`src/rtl/tau_stack_pkg.sv`:
```
// Shared definitions for the tau processor's return-address stack:
// the four stack operations and the push/pop decode.
package tau_stack_pkg;

    typedef enum logic [1:0] {
        STK_NONE,
        STK_PUSH,
        STK_POP,
        STK_REPLACE
    } stack_op_t;

    function automatic stack_op_t stk_decode(input logic push, input logic pop);
        unique case ({push, pop})
            2'b10:   return STK_PUSH;
            2'b01:   return STK_POP;
            2'b11:   return STK_REPLACE;
            default: return STK_NONE;
        endcase
    endfunction

endpackage

```
`src/rtl/call_stack_if.sv`:
```
// Request/response and status signals between the core and the call stack.
// master = core side (requests), slave = stack side.
interface call_stack_if #(
    parameter int WIDTH = 8,
    parameter int DEPTH = 8
);
    localparam int PTR_W = $clog2(DEPTH + 1);

    logic             enable;
    logic             push;
    logic             pop;
    logic [WIDTH-1:0] push_value;
    logic [WIDTH-1:0] pop_value;
    logic             load_valid;
    logic [PTR_W-1:0] depth;
    logic             empty;
    logic             full;
    logic             overflow;
    logic             underflow;

    modport master (
        output enable, push, pop, push_value,
        input  pop_value, load_valid, depth, empty, full, overflow, underflow
    );

    modport slave (
        input  enable, push, pop, push_value,
        output pop_value, load_valid, depth, empty, full, overflow, underflow
    );
endinterface

```
`src/rtl/call_stack_pointer.sv`:
```
// Saturating up/down depth counter for the call stack; empty/full decode
// straight from the registered count.
module stack_pointer #(
    parameter  int DEPTH = 8,
    localparam int PTR_W = $clog2(DEPTH + 1)
) (
    input  logic             clock,
    input  logic             reset_n,
    input  logic             inc,
    input  logic             dec,
    input  logic             hold,
    output logic [PTR_W-1:0] depth,
    output logic             empty,
    output logic             full
);
    localparam logic [PTR_W-1:0] MAX = PTR_W'(DEPTH);

    always_ff @(posedge clock or negedge reset_n) begin
        if (!reset_n) begin
            depth <= '0;
        end else if (!hold) begin
            // NOTE: sequential state uses <= so every register samples pre-edge values.
            if (inc && !dec && depth != MAX)
                depth <= depth + PTR_W'(1);
            else if (dec && !inc && depth != '0)
                depth <= depth - PTR_W'(1);
        end
    end

    assign empty = (depth == '0);
    assign full  = (depth == MAX);
endmodule

```
`src/rtl/call_stack.sv`:
```
// Return-address LIFO feeding the PC load path (pop_value / load_valid).
// Define CALL_STACK_ERR_STICKY_EN to latch overflow/underflow until reset;
// otherwise each is a one-cycle pulse.
module call_stack
    import tau_stack_pkg::*;
#(
    parameter int WIDTH = 8,
    parameter int DEPTH = 8
) (
    input  logic         clock,
    input  logic         reset_n,
    call_stack_if.slave  bus
);
    localparam int PTR_W = $clog2(DEPTH + 1);
    localparam int IDX_W = $clog2(DEPTH);

    logic [WIDTH-1:0] mem [DEPTH];

    stack_op_t        op;
    logic [PTR_W-1:0] depth;
    logic             empty;
    logic             full;
    logic             inc;
    logic             dec;
    logic             hold;
    logic             wr_en;
    logic [IDX_W-1:0] wr_idx;
    logic [IDX_W-1:0] top_idx;
    logic             do_pop;
    logic             ovf_evt;
    logic             unf_evt;

    stack_pointer #(.DEPTH(DEPTH)) u_ptr (
        .clock   (clock),
        .reset_n (reset_n),
        .inc     (inc),
        .dec     (dec),
        .hold    (hold),
        .depth   (depth),
        .empty   (empty),
        .full    (full)
    );

    assign op      = bus.enable ? stk_decode(bus.push, bus.pop) : STK_NONE;
    assign top_idx = IDX_W'(depth - PTR_W'(1));

    always_comb begin
        // NOTE: every signal gets a default first so no branch can infer a latch.
        inc     = 1'b0;
        dec     = 1'b0;
        hold    = (op == STK_NONE);
        wr_en   = 1'b0;
        wr_idx  = IDX_W'(depth);
        do_pop  = 1'b0;
        ovf_evt = 1'b0;
        unf_evt = 1'b0;
        unique case (op)
            STK_PUSH: begin
                if (!full) begin
                    wr_en = 1'b1;
                    inc   = 1'b1;
                end else begin
                    ovf_evt = 1'b1;
                end
            end
            STK_POP: begin
                if (!empty) begin
                    do_pop = 1'b1;
                    dec    = 1'b1;
                end else begin
                    unf_evt = 1'b1;
                end
            end
            STK_REPLACE: begin
                // Tail call: swap the top in place; on an empty stack it degrades to a push.
                if (!empty) begin
                    do_pop = 1'b1;
                    wr_en  = 1'b1;
                    wr_idx = top_idx;
                end else begin
                    wr_en   = 1'b1;
                    inc     = 1'b1;
                    unf_evt = 1'b1;
                end
            end
            default: ;
        endcase
    end

    // NOTE: storage is not reset; only entries below depth are ever read.
    always_ff @(posedge clock) begin
        if (wr_en)
            mem[wr_idx] <= bus.push_value;
    end

    always_ff @(posedge clock or negedge reset_n) begin
        if (!reset_n) begin
            bus.pop_value  <= '0;
            bus.load_valid <= 1'b0;
            bus.overflow   <= 1'b0;
            bus.underflow  <= 1'b0;
        end else begin
            bus.load_valid <= do_pop;
            if (do_pop)
                bus.pop_value <= mem[top_idx];
`ifdef CALL_STACK_ERR_STICKY_EN
            bus.overflow  <= bus.overflow  | ovf_evt;
            bus.underflow <= bus.underflow | unf_evt;
`else
            bus.overflow  <= ovf_evt;
            bus.underflow <= unf_evt;
`endif
        end
    end

    assign bus.depth = depth;
    assign bus.empty = empty;
    assign bus.full  = full;
endmodule
```
`src/flat_wrapper.sv`:
```
// flat-port wrapper written by rule: the top's interface ports become plain ports
module call_stack_flat import tau_stack_pkg::*;
#(
    parameter int WIDTH = 8,
    parameter int DEPTH = 8
)
  (clock, reset_n, bus_enable, bus_push, bus_pop, bus_push_value, bus_pop_value, bus_load_valid, bus_depth, bus_empty, bus_full, bus_overflow, bus_underflow);
  call_stack_if #(.WIDTH(WIDTH), .DEPTH(DEPTH)) bus_i ();
  input  logic clock;
  input  logic reset_n;
  input wire logic [$bits(bus_i.enable)-1:0] bus_enable;
  input wire logic [$bits(bus_i.push)-1:0] bus_push;
  input wire logic [$bits(bus_i.pop)-1:0] bus_pop;
  input wire logic [$bits(bus_i.push_value)-1:0] bus_push_value;
  output wire logic [$bits(bus_i.pop_value)-1:0] bus_pop_value;
  output wire logic [$bits(bus_i.load_valid)-1:0] bus_load_valid;
  output wire logic [$bits(bus_i.depth)-1:0] bus_depth;
  output wire logic [$bits(bus_i.empty)-1:0] bus_empty;
  output wire logic [$bits(bus_i.full)-1:0] bus_full;
  output wire logic [$bits(bus_i.overflow)-1:0] bus_overflow;
  output wire logic [$bits(bus_i.underflow)-1:0] bus_underflow;
  assign bus_i.enable = bus_enable;
  assign bus_i.push = bus_push;
  assign bus_i.pop = bus_pop;
  assign bus_i.push_value = bus_push_value;
  assign bus_pop_value = bus_i.pop_value;
  assign bus_load_valid = bus_i.load_valid;
  assign bus_depth = bus_i.depth;
  assign bus_empty = bus_i.empty;
  assign bus_full = bus_i.full;
  assign bus_overflow = bus_i.overflow;
  assign bus_underflow = bus_i.underflow;
  call_stack #(.WIDTH(WIDTH), .DEPTH(DEPTH)) u_core (.clock(clock), .reset_n(reset_n), .bus(bus_i));
endmodule
```
`config.mk`:
```
export PLATFORM = sky130hd
export DESIGN_NAME = call_stack_flat
export DESIGN_NICKNAME = d
export VERILOG_FILES = /design/src/rtl/tau_stack_pkg.sv /design/src/rtl/call_stack_if.sv /design/src/rtl/call_stack_pointer.sv /design/src/rtl/call_stack.sv /design/src/flat_wrapper.sv
export SDC_FILE = /design/constraint.sdc
export NUM_CORES = 1
export LEC_CHECK = 0
export ABC_CLOCK_PERIOD_IN_PS = 8000
export CORE_MARGIN = 2
export CORE_UTILIZATION = 40
export CTS_BUF_LIST = sky130_fd_sc_hd__clkbuf_2 sky130_fd_sc_hd__clkbuf_4 sky130_fd_sc_hd__clkbuf_8
export DETAILED_ROUTE_END_ITERATION = 10
export PLACE_DENSITY = 0.64
export SYNTH_ARGS = -nofsm -noshare
export SYNTH_HDL_FRONTEND = slang
export SYNTH_SLANG_ARGS = --single-unit
```
`constraint.sdc`:
```
create_clock -name clock -period 8 [get_ports clock]
set_clock_uncertainty 0.2 [all_clocks]
set_input_delay 1.6 -clock clock [delete_from_list [all_inputs] [get_ports clock]]
set_output_delay 1.6 -clock clock [all_outputs]
set_load 0.02 [all_outputs]
```
### After elaboration in Yosys (flattened, before gate mapping)

Memories as Yosys holds them, arrays and structs flattened. A register that Yosys moved wholly into a read port is not among the register bits.
Index checks and enable logic that the tools add are counted.

* register bits: 7
* latch bits: 0
* RAM bits: 64
* ROM bits: 0
* input bits: 13
* output and inout port bits: 17
* logic and storage cells: 47
* memories: 1

Memories
* u_core.mem: depth 8, width 8, rd ports 1, clocked after memory_dff 1, wr ports 1, RTL line call_stack.sv:17 `logic [WIDTH-1:0] mem [DEPTH];`

* add/sub/neg operators: 2
* $mul: 0
* div/mod/pow operators: 0
* magnitude comparators: 0
* eq/ne operators: 8
* shift-type cells: 0
* multiplexer cells: 18
* bitwise operators: 1
* reductions and logical operators: 13

Operators with widths (number)
* 1-bit two-way mux: 10
* 2-bit equality test, second input constant: 4
* 4-bit two-way mux: 2
* 3-bit two-way mux: 2
* 2-bit one-hot mux with 3 select lines: 1
* 4-bit by 1-bit adder with 4-bit output, second input constant: 1
* 2-bit by 1-bit equality test with 1-bit output, second input constant: 2
* 4-bit equality test, second input constant: 1
* 1-bit logical AND: 4
* 4-bit logical NOT: 1
* 4-bit != test, second input constant: 1
* 1-bit one-hot mux with 2 select lines: 2
* 4-bit nonzero test: 1
* 4-bit by 1-bit subtractor with 4-bit output, second input constant: 1
* 1-bit logical NOT: 3
* 2-bit logical NOT: 1
* 2-bit two-way mux: 1
* 2-bit AND reduction: 1
* 2-bit nonzero test: 1
* 2-bit OR reduction: 1
* 1-bit inverter: 1

### Logic depth before layout (Yosys ltp)

Gate-level depths: netlist of the first run.

* depth in word-level cells: 10
* mapped depth: 11
* mapped depth without buffers: 8

### By module

From an unflattened synthesis of the first run, not the netlist that was laid out.

* cell total of the unflattened synthesis: 227
* area total of the unflattened synthesis: 3402.0 µm²

Modules (own cells, without submodules)
* call_stack: times used 1, cells an instance 186, area each 3021.6 µm², seq. area each 2197.1 µm²
* stack_pointer: times used 1, cells an instance 41, area each 380.4 µm², seq. area each 100.1 µm²

### Worst setup path before layout of the first run

No wires, ideal clock.

* kind: reg2out
* start: reg u_core.u_ptr.depth[0]
* end: out bus_empty
* arrival time: 2.018 ns
* required time: 6.200 ns
* setup slack: 4.182 ns
* cell stages (with the launch flop): 7
* cells stage by stage: dfrtp_1 > buf_4 > buf_2 > buf_2 > inv_1 > ha_1 > nor3b_1

* longest elaborated chain between the ends: 1

RTL lines
* start: declaration: RTL line call_stack_pointer.sv:12 `output logic [PTR_W-1:0] depth,`
* start signal: assignment: RTL line call_stack_pointer.sv:24 `depth <= depth + PTR_W'(1);`
* start signal: assignment: RTL line call_stack_pointer.sv:26 `depth <= depth - PTR_W'(1);`
* 4-bit logical NOT: RTL line call_stack_pointer.sv:30 `assign empty = (depth == '0);`
* end: declaration: RTL line flat_wrapper.sv:18 `output wire logic [$bits(bus_i.empty)-1:0] bus_empty;`

Every way passes these cells.

### Worst setup path after layout of the first run

Same ends and word-level chain as after synthesis.

==> results of run 1 <==
## cells in the final DEF, fill, tap and decap left out, types with 2 or more instances in the layout
| cell | count |
|---|---|
| inv_1 | 3 |
| mux2i_1 | 8 |
| dfrtp_1 | 15 |
| edfxtp_1 | 64 |
| clkinv_2 | 2 |
| clkdlybuf4s50_1 | 29 |
| ha_1 | 2 |
| clkbuf_8 | 9 |
| nor2_1 | 18 |
| nor3b_1 | 3 |
| nor3_1 | 3 |
| a21oi_1 | 9 |
| nand4_1 | 3 |
| nand2_1 | 7 |
| mux4_2 | 16 |
| nand3b_1 | 2 |
| clkinv_1 | 3 |
| a31oi_1 | 4 |
| o21ai_0 | 4 |
| xor2_1 | 5 |
## power by group
group / total, W / internal (W) / switching, W
Clock: 0.000279 / 0.000143 / 0.000136
Sequential: 0.000540 / 0.000505 / 0.0000347
Combinational: 0.000527 / 0.000250 / 0.000277
Total: 0.00135 / 0.000899 / 0.000448
## flip-flops by register name, indices dropped and copies added (netlist names)
name	cells
u_core.bus.pop_value	8
u_core.bus.load_valid	1
u_core.bus.overflow	1
u_core.mem	64
u_core.bus.underflow	1
u_core.u_ptr.depth	4
## final cells by class
| class | instances | area (um^2) | share of cell area, % |
|---|---|---|---|
| flip-flops and latches | 79 | 2297 | 61.24 |
| multi-input cells | 93 | 834.6 | 22.25 |
| repair buffers | 30 | 297.8 | 7.939 |
| clock buffers | 10 | 131.4 | 3.502 |
| well taps | 102 | 127.6 | 3.402 |
| clock inverters | 6 | 51.30 | 1.368 |
| inverters | 3 | 11.26 | 0.3002 |
## how the worst max path moves through the flow
stage          depth (start not counted)          endpoint                  start
6_report                               5         bus_empty  u_core.u_ptr.depth[0]
5_1_grt                                5         bus_empty  u_core.u_ptr.depth[0]
4_1_cts                                5         bus_empty  u_core.u_ptr.depth[0]
3_5_place_dp                           6  u_core.mem[7][7]                bus_pop
3_3_place_gp                           6  u_core.mem[3][2]                bus_pop
2_1_floorplan                          6         bus_empty  u_core.u_ptr.depth[0]
## Yosys cell counts
cell type | instances | area [um^2]
and3_1 | 1 | 6.260
a211oi_2 | 1 | 12.51
mux4_2 | 16 | 360.4
or4_1 | 1 | 7.510
o31a_1 | 1 | 8.760
or2b_1 | 1 | 7.510
buf_1 | 1 | 3.750
edfxtp_1 | 64 | 1922
buf_4 | 2 | 15.01
nor2_1 | 18 | 67.56
clkbuf_1 | 3 | 11.26
nand4_1 | 3 | 18.77
xnor2_1 | 1 | 8.760
a22oi_1 | 1 | 7.510
nor3b_1 | 3 | 22.52
inv_1 | 3 | 11.26
nor3_1 | 3 | 15.01
dfrtp_1 | 15 | 375.4
ha_1 | 2 | 25.02
a21oi_1 | 9 | 45.04
mux2i_1 | 8 | 80.08
xor2_1 | 5 | 43.79
a31oi_1 | 4 | 25.02
nand3b_1 | 2 | 15.01
nand3_1 | 1 | 5.000
o21ai_0 | 4 | 20.02
nand2_1 | 7 | 26.28
buf_2 | 2 | 10.01
nand2b_1 | 1 | 6.260
## worst max-delay path, cell delays in order (launching register included)
cell,delay [ns]
dfrtp_1,0.36
buf_4,0.26
inv_1,0.11
ha_1,0.27
nor3b_1,0.37
clkdlybuf4s50_1,0.68
## cell families after synthesis
group,Yosys count
muxes,24
AOI/OAI and AO/OA,20
DFF,79
adders and majority gates,2
and+or+nand+nor,41
xor gates and xnor gates,6
buffers and inverters,11
## per-layer routing
layer | vias to the layer above | part of all wire, % | GRT usage [%]
li1 | 780 | - | -
met1 | 845 | 48 | 20.34
met2 | 49 | 45 | 21.50
met3 | 11 | 4.9 | 2.981
met4 | 0 | 2.4 | 8.456
met5 | - | 0 | 0
## stage by stage
stage               utilization (%)  hold WS (ns)
finish                        48.54        0.3300
global route                  48.54        0.3788
CTS                           48.54        0.3391
detailed placement            46.18        0.3238
global placement              46.18        0.3133
floorplan                         -        0.4368
==> metrics.csv, run 1 <==
stage,metric,value,unit
outcome,status,completed,
final_layout,syn_to_final_growth,17.85,%
placement,place_inst,307,
detailed_routing,final_antenna_net_count,0,
sta,timing.fmax,237.8,MHz
critical_path,cp.arrival,2.41,ns
floorplan,coreArea,0.007727,mm^2
sta,tightest_slew,1.080,ns
synth,synth-adder-area-share,0.7862,%
synth,synth_compound_area_share,3.734,%
floorplan,fp.dieH,93.21,um
critical_path,end_kind,output pin,
hold_path,min_path_type,flip-flop to flip-flop,
critical_path,cp_max_fo,29,
synth,ys_warn_count,0,
final_layout,n_antenna_cell,0,
final_layout,fin_area,0.003751,mm^2
synth,ys_ff_latch,79,
clock_network,cts_hold_buf,0,
clock_network,htreeDepth,3,
floorplan,fp.dieW,93.21,um
placement,detailed_place_hpwl,3719,um
critical_path,cp-start-kind,flip-flop,
final_layout,drive_gt1_share,14.03,%
detailed_routing,wl_per_cell,17.25,um
synth,synth.net_count,198,
clock_network,clockRootBuffer,clkbuf_8,
run,maxCapViolations,0,
placement,place_area,0.003568,mm^2
placement,dp_slack,3.625,ns
global_routing,grt_pass1_wl,9163,um
floorplan,row_count,32,
detailed_routing,drc,0,
sta,setup_ws,3.794,ns
hold_path,hold_end,u_core.bus.pop_value[0],
sta,fin_crit,4.206,ns
floorplan,fp.dieArea,0.008687,mm^2
pwr,ir_drop,0.0001133,V
global_routing,antenna_found_initial,0,
clock_network,post-cts-setup-buffer-count,0,
pwr,power,0.001347,W
pwr,power_density,359.0,mW/mm^2
synth,avgSynthCellArea,17.39,um^2
sta,final.setup.tns,0,ns
final_layout,stdcell_count,323,
hold_path,hold_start,u_core.bus.pop_value[0],
placement,place_congestion,0.7957,
clock_network,clkSlewWorstSetupHoldPaths,0.07,ns
global_routing,first_global_vias,1701,
floorplan,ios,30,
critical_path,reg2reg_depth,8,
critical_path,required,6.20,ns
critical_path,critPathKind,flip-flop to output pin,
clock_network,cts_resized,0,
final_layout,fillerInstances,649,
clock_network,cts_tree,yes,
sta,rsz0062_at_grt,no,
placement,io_buffers,29,
sta,finalSetupViolations,0,
floorplan,start_util,41.19,%
sta,hold_viol_final,0,
clock_network,clockBufferDepth,2,
pwr,leakage,1.272,nW
hold_path,hold_path_depth,2,
detailed_routing,vias,1685,
sta,maxSlewViolCount,0,
synth,ys_types,29,
global_routing,grt_overflow,0,
clock_network,clock-sinks,79,
detailed_routing,vias_per_cell,5.217,
final_layout,finalNetCount,231,
synth,ys_seq_area_share,72.17,%
detailed_routing,firstDrtPassIters,4,
synth,synthMuxAreaShare,13.84,%
synth,syn_inst,183,
synth,yosys.area_share.simple,6.211,%
detailed_routing,wirelength,5573,um
synth,netlist_area,0.003183,mm^2
sta,post-route-period-util,52.57,%
critical_path,rr_startpoint,u_core.u_ptr.depth[0],
critical_path,rrSetupSlack,4.63,ns
detailed_routing,drt_iter0_drc,111,
critical_path,r2r-end,u_core.mem[3][2],
global_routing,grt_max_degree,30,
synth,synth_xor_area_share,1.651,%
sta,relSlewSlack,27.73,%
synth,synth_top_family_by_area,multiplexers,
global_routing,grt_usage,14.63,%
clock_network,cts_made_buffers,9,
clock_network,clkLatencyLatePin,0.35,ns
(Power assumes the default switching activity.)
==> run 2, diff against run 1 <==
--- a/config.mk
+++ b/config.mk
@@ -5,7 +5,7 @@
 export SDC_FILE = /design/constraint.sdc
 export NUM_CORES = 1
 export LEC_CHECK = 0
-export ABC_CLOCK_PERIOD_IN_PS = 8000
+export ABC_CLOCK_PERIOD_IN_PS = 4250
 export CORE_MARGIN = 2
 export CORE_UTILIZATION = 40
 export CTS_BUF_LIST = sky130_fd_sc_hd__clkbuf_2 sky130_fd_sc_hd__clkbuf_4 sky130_fd_sc_hd__clkbuf_8
==> constraint.sdc (replaced) <==
create_clock -name clock -period 4.25 [get_ports clock]
set_clock_uncertainty 0.2 [all_clocks]
set_input_delay 0.85 -clock clock [delete_from_list [all_inputs] [get_ports clock]]
set_output_delay 0.85 -clock clock [all_outputs]
set_load 0.02 [all_outputs]
==> metrics.csv, run 2 (same netlist as run 1, synthesis figures left out) <==
stage,metric,value,unit
sta,hold_viol_final,0,
final_layout,layout_common_cells,"edfxtp_1 (64), clkdlybuf4s50_1 (29), nor2_1 (18)",
final_layout,fillerInstances,645,
critical_path,cp_slowest_cell,clkdlybuf4s50_1,
clock_network,cts_made_buffers,9,
final_layout,regArea,0.002297,mm^2
clock_network,cts_resized,0,
sta,tightest_slew,0.9369,ns
sta,relSlewSlack,37.33,%
clock_network,clkLatencyLatePin,0.34,ns
placement,place_inst,310,
sta,timing.fmax,299.8,MHz
pwr,ir_drop,0.0002761,V
floorplan,row_count,32,
clock_network,clkSlewWorstSetupHoldPaths,0.08,ns
critical_path,path_cells,"inv_1, ha_1, nor3b_1, clkdlybuf4s50_1",
sta,maxSlewViolCount,0,
placement,dp_slack,0.5641,ns
global_routing,antenna_found_initial,0,
sta,rsz0062_at_grt,no,
global_routing,first_global_vias,1646,
placement,detailed_place_hpwl,3676,um
run,maxCapViolations,0,
pwr,power_frac_comb,37.5,%
sta,fin_crit,3.335,ns
final_layout,multi_input_area,834.6,um^2
critical_path,cp-start-kind,flip-flop,
sta,setup_ws,0.9148,ns
critical_path,critPathMaxStageDelay,0.68,ns
global_routing,grt_max_degree,29,
pwr,power_switching,0.0008370,W
sta,final.setup.tns,0,ns
clock_network,htreeDepth,3,
hold_path,hold_start,u_core.bus.pop_value[0],
sta,finalSetupViolations,0,
final_layout,finalNetCount,234,
pwr,p_seq_share,38.9,%
clock_network,cts_hold_buf,0,
detailed_routing,firstDrtPassIters,4,
placement,io_buffers,29,
outcome,status,completed,
global_routing,grt_pass1_wl,8783,um
sta,post-route-period-util,78.48,%
critical_path,cp.arrival,2.29,ns
critical_path,critPathLaunch,u_core.u_ptr.depth[1],
global_routing,grt_overflow,0,
final_layout,reg_top3,"u_core.mem: 64 flops, u_core.bus.pop_value: 8 flops, u_core.u_ptr.depth: 4 flops",
floorplan,fp.dieW,93.21,um
final_layout,syn_to_final_growth,19.93,%
clock_network,clock-sinks,79,
critical_path,path_buf_inv,2,
clock_network,clockRootBuffer,clkbuf_8,
global_routing,grt_usage,13.85,%
floorplan,ios,30,
detailed_routing,vias,1683,
pwr,switching_share,32.00,%
detailed_routing,final_antenna_net_count,0,
final_layout,largest_register_ffs,64,
final_layout,utilization,49.40,%
final_layout,drive_gt1_share,16.52,%
clock_network,cts_tree,yes,
detailed_routing,wl_per_cell,16.78,um
critical_path,cp_max_fo,8,
placement,place_congestion,0.7558,
final_layout,regMostFlops,u_core.mem,
pwr,leakage,1.305,nW
floorplan,start_util,41.19,%
floorplan,coreArea,0.007727,mm^2
detailed_routing,drt_iter0_drc,180,
detailed_routing,drc,0,
pwr,p_clk_share,23.6,%
final_layout,final_common_cell,edfxtp_1,
critical_path,critical_path.top_delay_family,buffers and inverters,
detailed_routing,wirelength,5471,um
floorplan,fp.dieH,93.21,um
pwr,intPower,0.001779,W
hold_path,min_path_type,flip-flop to flip-flop,
detailed_routing,vias_per_cell,5.163,
final_layout,stdcell_count,326,
clock_network,clockBufferDepth,2,
critical_path,required,3.20,ns
clock_network,post-cts-setup-buffer-count,0,
critical_path,rr_startpoint,u_core.u_ptr.depth[1],
floorplan,fp.dieArea,0.008687,mm^2
final_layout,n_antenna_cell,0,
pwr,power_density,685.3,mW/mm^2
critical_path,critPathKind,flip-flop to output pin,
critical_path,end_kind,output pin,
## run 2: cell types whose count changed in the layout (fill, tap and decap cells not counted)
cell	delta
inv_6	+1
clkbuf_8	+1
buf_4	+3
clkinv_2	-1
clkinvlp_4	+1
clkinv_1	-3
bufinv_16	+1
## run 2: area by class of cell
| cell class | count | share of cell area, % |
|---|---|---|
| Clock buffer | 11 | 3.802 |
| Clock inverter | 5 | 2.130 |
| Tap cell | 102 | 3.343 |
| Inverter | 3 | 0.2950 |
| Multi-Input combinational cell | 93 | 21.86 |
| Sequential cell | 79 | 60.18 |
| Timing Repair Buffer | 33 | 8.391 |
## run 2: path summary, 6_finish.rpt
check,to,slack [ns],cells after the start
min in group asynchronous,u_core.u_ptr.depth[2],0.72,1
min reg2reg,u_core.bus.pop_value[0],0.33,2
max reg2reg,u_core.mem[7][5],1.09,7
min,u_core.bus.pop_value[0],0.33,2
max in group asynchronous,u_core.bus.pop_value[3],2.67,1
max,bus_empty,0.91,4
## run 2: worst reg2reg max path: stages (launching register included)
cell and delay, ns:
dfrtp_1 0.48, inv_1 0.12, ha_1 0.27, nor3b_1 0.20, nor3b_1 0.61, nor3b_1 0.25, a31oi_1 0.08, nor2_1 0.57
## run 2: per-stage QoR
stage	area, um^2	hold WS [ns]	power (W)
4_1_cts	3817	0.3352	0.002644
2_1_floorplan	3183	0.3544	0.001729
3_5_place_dp	3591	0.3182	0.002027
3_3_place_gp	3591	0.3057	0.002018
5_1_grt	3817	0.3735	0.002771
6_report	3817	0.3262	0.002616
## run 2: routing by layer
| layer | track usage (%) | part of all wire (%) | vias to the layer above |
|---|---|---|---|
| met4 | 5.515 | 1.2 | 0 |
| met5 | 0 | 0 | - |
| met1 | 20.13 | 47 | 838 |
| li1 | - | - | 781 |
| met2 | 19.99 | 45 | 57 |
| met3 | 3.707 | 6.8 | 7 |
## run 2: power by group through the flow
| stage | Clock [W] | Combinational [W] | Sequential (W) |
|---|---|---|---|
| floorplan | 0 | 0.000643 | 0.00109 |
| global placement | 0 | 0.000987 | 0.00103 |
| detailed placement | 0 | 0.000993 | 0.00103 |
| CTS | 0.000631 | 0.000996 | 0.00102 |
| global route | 0.000664 | 0.00107 | 0.00103 |
| finish | 0.000617 | 0.000982 | 0.00102 |
